===== src/rtl/mips_registers_pkg.sv =====
// Shared MIPS constants: datapath width, register-index width and the hard-wired zero register.
package mips_registers_pkg;

    localparam int DATA_W   = 32;
    localparam int ADDR_W   = 5;
    localparam int NUM_REGS = 1 << ADDR_W;

    localparam logic [ADDR_W-1:0] REG_ZERO = 5'd0;

endpackage


===== src/rtl/mips_registers_reg32_en.sv =====
// One architectural register: synchronous active-high clear, load when enabled.
module reg32_en #(
    parameter int DATA_W = 32
) (
    input  logic              clk,
    input  logic              srst,
    input  logic              en,
    input  logic [DATA_W-1:0] d,
    output logic [DATA_W-1:0] q
);

    logic [DATA_W-1:0] q_reg;

    always_ff @(posedge clk) begin
        if (srst) begin
            q_reg <= '0;
        end else if (en) begin
            q_reg <= d;
        end
    end

    assign q = q_reg;

endmodule


===== src/rtl/mips_registers.sv =====
// MIPS 32-entry register file: two asynchronous read ports, one synchronous write port, r0 tied to zero.
module mips_registers
    import mips_registers_pkg::*;
#(
    parameter int DATA_W = mips_registers_pkg::DATA_W,
    parameter int ADDR_W = mips_registers_pkg::ADDR_W
) (
    input  logic              clk,
    input  logic              reset,
    input  logic [ADDR_W-1:0] read_reg1,
    input  logic [ADDR_W-1:0] read_reg2,
    input  logic [ADDR_W-1:0] write_reg,
    input  logic [DATA_W-1:0] write_data,
    input  logic              reg_write,
    output logic [DATA_W-1:0] read_data1,
    output logic [DATA_W-1:0] read_data2
);

    localparam int N_REGS = 1 << ADDR_W;

    logic [DATA_W-1:0] regs [0:N_REGS-1];
    logic              we   [1:N_REGS-1];

    assign regs[REG_ZERO] = '0;

    // Decoder output for index 0 does not exist, so writes to r0 fall on the floor.
    genvar gi;
    generate
        for (gi = 1; gi < N_REGS; gi++) begin : g_reg
            assign we[gi] = reg_write && (write_reg == ADDR_W'(gi));

            reg32_en #(
                .DATA_W (DATA_W)
            ) u_reg (
                .clk  (clk),
                .srst (reset),
                .en   (we[gi]),
                .d    (write_data),
                .q    (regs[gi])
            );
        end
    endgenerate

    // Read ports: binary tree of 2:1 muxes, level gl steered by address bit gl.
    genvar gl;
    generate
        for (gl = 0; gl < ADDR_W; gl++) begin : lvl
            localparam int N_NODES = N_REGS >> (gl + 1);
            logic [DATA_W-1:0] n1 [0:N_NODES-1];
            logic [DATA_W-1:0] n2 [0:N_NODES-1];

            for (gi = 0; gi < N_NODES; gi++) begin : node
                if (gl == 0) begin : g_leaf
                    assign n1[gi] = read_reg1[0] ? regs[2*gi+1] : regs[2*gi];
                    assign n2[gi] = read_reg2[0] ? regs[2*gi+1] : regs[2*gi];
                end else begin : g_inner
                    assign n1[gi] = read_reg1[gl] ? lvl[gl-1].n1[2*gi+1] : lvl[gl-1].n1[2*gi];
                    assign n2[gi] = read_reg2[gl] ? lvl[gl-1].n2[2*gi+1] : lvl[gl-1].n2[2*gi];
                end
            end
        end
    endgenerate

    assign read_data1 = lvl[ADDR_W-1].n1[0];
    assign read_data2 = lvl[ADDR_W-1].n2[0];

endmodule


===== config.mk =====
export PLATFORM = sky130hd
export DESIGN_NAME = mips_registers
export DESIGN_NICKNAME = d
export VERILOG_FILES = /design/src/rtl/mips_registers_pkg.sv /design/src/rtl/mips_registers_reg32_en.sv /design/src/rtl/mips_registers.sv
export SDC_FILE = /design/constraint.sdc
export NUM_CORES = 2
export LEC_CHECK = 0
export CAP_MARGIN = 20
export CORE_UTILIZATION = 52
export CTS_BUF_LIST = sky130_fd_sc_hd__clkbuf_16
export DETAILED_ROUTE_END_ITERATION = 6
export PLACE_DENSITY = 0.79
export SYNTH_ARGS = -nofsm -noshare
export SYNTH_HDL_FRONTEND = slang
export SYNTH_HIERARCHICAL = 1
export SYNTH_SLANG_ARGS = --single-unit
export TNS_END_PERCENT = 1

===== constraint.sdc =====
create_clock -name clk -period 6.5 [get_ports clk]
set_clock_uncertainty 0.05 [all_clocks]
set_input_delay 0.975 -clock clk [delete_from_list [all_inputs] [get_ports clk]]
set_output_delay 0.975 -clock clk [all_outputs]
set_load 0.05 [all_outputs]

---- Word-level counts from Yosys, hierarchy flattened ----
Cells that the tools add are included.
storage, ports and cells
  bits in registers ....................... 992
  input port bits ......................... 50
  output and inout port bits .............. 64
  word-level logic and storage cells ...... 155
cells by class
  eq/ne operators ......................... 31
  muxes and demuxes ....................... 62
  reductions and logical operators ........ 31
operator list
  cell                                                             number
  32-bit two-way mux                                               62
  5-bit == test, second input constant                             16
  5-bit by 4-bit == test with 1-bit output, second input constant  8
  1-bit logical AND                                                31
  5-bit by 3-bit == test with 1-bit output, second input constant  4
  5-bit by 2-bit == test with 1-bit output, second input constant  2
  5-bit by 1-bit == test with 1-bit output, second input constant  1

---- Longest topological paths before layout ----
  depth after elaboration ................. 5
  gate-level depth with buffers ........... 9
  mapped depth without buffers ............ 5

---- By module ----
Netlist, hierarchy kept.
modules (own cells, without submodules)
  module          instances  cells each  area each (um^2)
  reg32_en        31         103         1163.6
  mips_registers  1          1460        16324.4

---- Least setup slack after synthesis ----
Ideal clock, no wire load.
  path kind ............................... input to output
  start point ............................. input read_reg1[0]
  end point ............................... output read_data1[23]
  data arrival time ....................... 3215 ps
  required time ........................... 5475 ps
  setup slack ............................. 2260 ps
  stages .................................. 9
  path buffers ............................ 5
  cells stage by stage .................... buf_2 > buf_6 > buf_6 > buf_6 > buf_6 > mux2i_1 > o22ai_1 > a211oi_1 > o31ai_1
on the way
  cells in the longest elaborated chain, start to end .. 5
  elaborated cells between the ends (all ways) .. 31
  classes of those cells .................. mux (31)
RTL lines
  what                              RTL line              source
  start, declared                   mips_registers.sv:10  input logic [ADDR_W-1:0] read_reg1,
  32-bit two-way mux                mips_registers.sv:54  assign n1[gi] = read_reg1[0] ? regs[2*gi+1] : regs[2*gi];
  32-bit two-way mux (3 in series)  mips_registers.sv:57  assign n1[gi] = read_reg1[gl] ? lvl[gl-1].n1[2*gi+1] : lvl[gl-1].n1[2*gi];
  32-bit two-way mux *              mips_registers.sv:57
  end, declared                     mips_registers.sv:15  output logic [DATA_W-1:0] read_data1,
Every way passes the cells marked *; elsewhere a longest branch is shown, timed or not.

---- Worst setup path after layout ----
  start point ............................. input read_reg2[2]
  end point ............................... output read_data2[14]
on the way
  cells in the longest elaborated chain, start to end .. 3
  elaborated cells between the ends (all ways) .. 7
  classes of those cells .................. mux (7)
RTL lines
  what                              RTL line              source
  start, declared                   mips_registers.sv:11  input logic [ADDR_W-1:0] read_reg2,
  32-bit two-way mux (2 in series)  mips_registers.sv:58  assign n2[gi] = read_reg2[gl] ? lvl[gl-1].n2[2*gi+1] : lvl[gl-1].n2[2*gi];
  32-bit two-way mux *              mips_registers.sv:58
  end, declared                     mips_registers.sv:16  output logic [DATA_W-1:0] read_data2
Marked as above.

==> out/metrics.csv <==
metric,value,unit
Bufs on Longest Clock Path,3,
routed len/inst,27.1,um
pin count of the biggest net entering global routing,228,
count of unresolved DRC violations after routing,1,
worst hold start,g_reg[30].u_reg/q[22],
overall die height,319,um
proportion of layout cells with a drive suffix above 1,16.7,%
post-CTS resize count,0,
proportion of power drawn by combinational gates,9.1,%
number of distinct library cells after synthesis,26,
worst hold-check path type,reg2reg,
sequential fraction of the synthesis area,37.9,%
synthesized netlist net count,4703,
Via density,6.65,
part of the total power dissipated in sequential elements,47.4,%
arrival time of the worst setup path,4760,ps
IO buf count,113,
power density relative to cell area,230,nW/um^2
flip-flop count of the largest register after layout,992,
setup repair bufs after CTS,0,
Worst Reg2Reg Path Length in Cells,2,
die width,319,um
power spent charging and discharging nets,3.34,mW
number of hold-slack violations in the final timing report,0,
clock period minus worst slack,5780,ps
post-synthesis instance area,52400,um^2
cell internal power dissipation,9.65,mW
clock-pin slew of the registers on the worst-case setup and hold paths,60,ps
CTS H-Tree Depth,3,
instance count of the mapped netlist,4653,
peak per-stage delay on the critical path,970,ps
buffer type at the clock tree root,clkbuf_16,
initial drt markers,5098,
result of the run,finished with violations,
first drt pass iteration count,7,
Num Clock Sinks,992,
max-slew violations,0,
clock latency on the worst-skew pair,670,ps
Antenna Violating Nets Remaining,0,
Finish-stage setup viols,0,
area of the multi-input gates,29200,um^2
static leakage,18.8,nW
"commonest non-fill, non-tap cell in the layout",mux2i_1,
Layout area overhead,7.96,%
aggregate routed wire length,161000,um
Slew @ Worst Pin,1260,ps
# IOs,114,
number of rows in the core area,116,
"Slowest-stage cell, CP",clkdlybuf4s50_1,
Clk network pwr share,43.5,%
largest driver fanout on the critical path,21,
CTS tree,built,
maximum ir drop on the vdd rail,0.000198,V
Final nets,4613,
setup tns final,0,ps
number of warnings issued by yosys,6,
core region area,100000,um^2
# Max-Cap Violations,0,
hold buffers post-CTS,0,
violated checks,DRC,
initial antenna violation count,9,
gr usage total,30.6,%
routability-driven placement congestion ratio,0.892,
worst flop-to-flop path startpoint,g_reg[11].u_reg/q[11],
final global-route overflow total,0,
count of fill cells added during filler insertion,7936,
launching element type of the critical path,input port,
Syn Area/Cell,11.3,um^2
number of buffers created by CTS,99,
end point of the critical path,read_data2[14],
"commonest cells after routing, fill and taps aside","mux2i_1 (1,152), nor2_1 (993), dfxtp_1 (992)",
kind of end point of the critical path,primary output,
unrepaired setup endpoints after global routing,no,
flip-flop and latch area,19900,um^2
Starting Density,52.4,%
final worst-path cycle share,89.0,%
end of the worst register-to-register path,g_reg[11].u_reg/q[11],
Slew Limit Headroom,15.6,%
sequence of cells on the critical path,"buf_2, nand2_2, buf_4, o22ai_1, a211oi_1, o31ai_1, clkdlybuf4s50_1",
detailed placement HPWL,94800,um
required time at the endpoint of the critical path,5470,ps
Fmax achieved,173,MHz
flop2flop setup slack,5710,ps
post-layout util,56.6,%
worst setup path class,in2out,
vias in the first global route,38200,
Net Sw Frac,25.7,%
via count,39500,
crit path launch,read_reg2[2],
wire length of the first global-routing pass,241000,um
total die area,102000,um^2
synthesized flop and latch total,992,
worst max-delay path: cells and delay by family:
kind            cells  cell delay [ps]
compound gates      3             1020
simple gates        1              570
buf+inv             3             2130
synth_stat cells:
library cell	count	area [um^2]
or2_2	1	6.26
o21ai_1	64	320
inv_1	1	3.75
buf_12	93	1860
mux2_2	64	721
inv_2	1	3.75
buf_2	45	225
dfxtp_1	992	19900
nand3_1	4	20.0
nor2_1	1026	3850
and3_1	32	200
mux2i_1	1152	11500
buf_4	24	180
a22o_1	192	1680
buf_6	47	529
nor2b_1	9	56.3
mux4_2	384	8650
o22ai_1	64	400
and2_1	34	213
nand4_1	1	6.26
a211oi_1	64	480
buf_1	14	52.6
nand2_1	70	263
nand2b_1	4	25.0
o31ai_1	64	480
clkbuf_1	207	777
kinds of logic (layout without fill, tap and decap cells):
family	after synthesis	count (layout)	synth area share (%)
AOI/OAI and AO/OA	448	448	6.42
buffers and inverters	432	421	6.93
DFF	992	992	37.9
muxes	1600	1600	39.9
other	0	4	0
and+or+nand+nor	1181	1181	8.86
worst min path at each step:
stage,endpoint,cells after the start
after floorplan,g_reg[3].u_reg/q[29],2
final,g_reg[30].u_reg/q[22],2
after detailed placement,g_reg[22].u_reg/q[21],2
after global placement,g_reg[3].u_reg/q[2],2
after global routing,g_reg[31].u_reg/q[22],2
after CTS,g_reg[23].u_reg/q[13],2
through the flow:
step	total power [mW]	worst slack, ps	instance area, um^2	hold slack (ps)	instances
CTS	12.9	1050	56000	466	5919
finish	13.0	717	56600	463	5944
global placement	7.38	1080	52800	436	5735
floorplan	6.98	2260	52400	422	4653
detailed placement	7.40	1020	52900	449	5739
global route	13.3	889	56600	485	5941
power groups by stage:
stage	clock, mW	combinational (mW)	sequential (mW)
global placement	0	1.09	6.29
detailed placement	0	1.11	6.29
finish	5.65	1.18	6.16
floorplan	0	0.702	6.28
global route	5.92	1.21	6.16
CTS	5.67	1.11	6.16
layer usage:
metal | part of all wire (%) | global-route usage, %
met5 | 0.079 | 0
met4 | 5.2 | 16.0
met3 | 11 | 6.85
met1 | 39 | 40.3
met2 | 45 | 47.1
cell type report:
class                           instances  share of cell area, %
Clock buffer                          101                   4.47
Timing Repair Buffer                  239                   4.81
Sequential cell                       992                   35.1
Antenna cell                            4                 0.0177
Multi-Input combinational cell       3229                   51.6
Inverter                                2                 0.0155
Tap cell                             1298                   2.87
Clock inverter                         79                   1.07
Note: power is estimated with default switching activity, not from simulation.
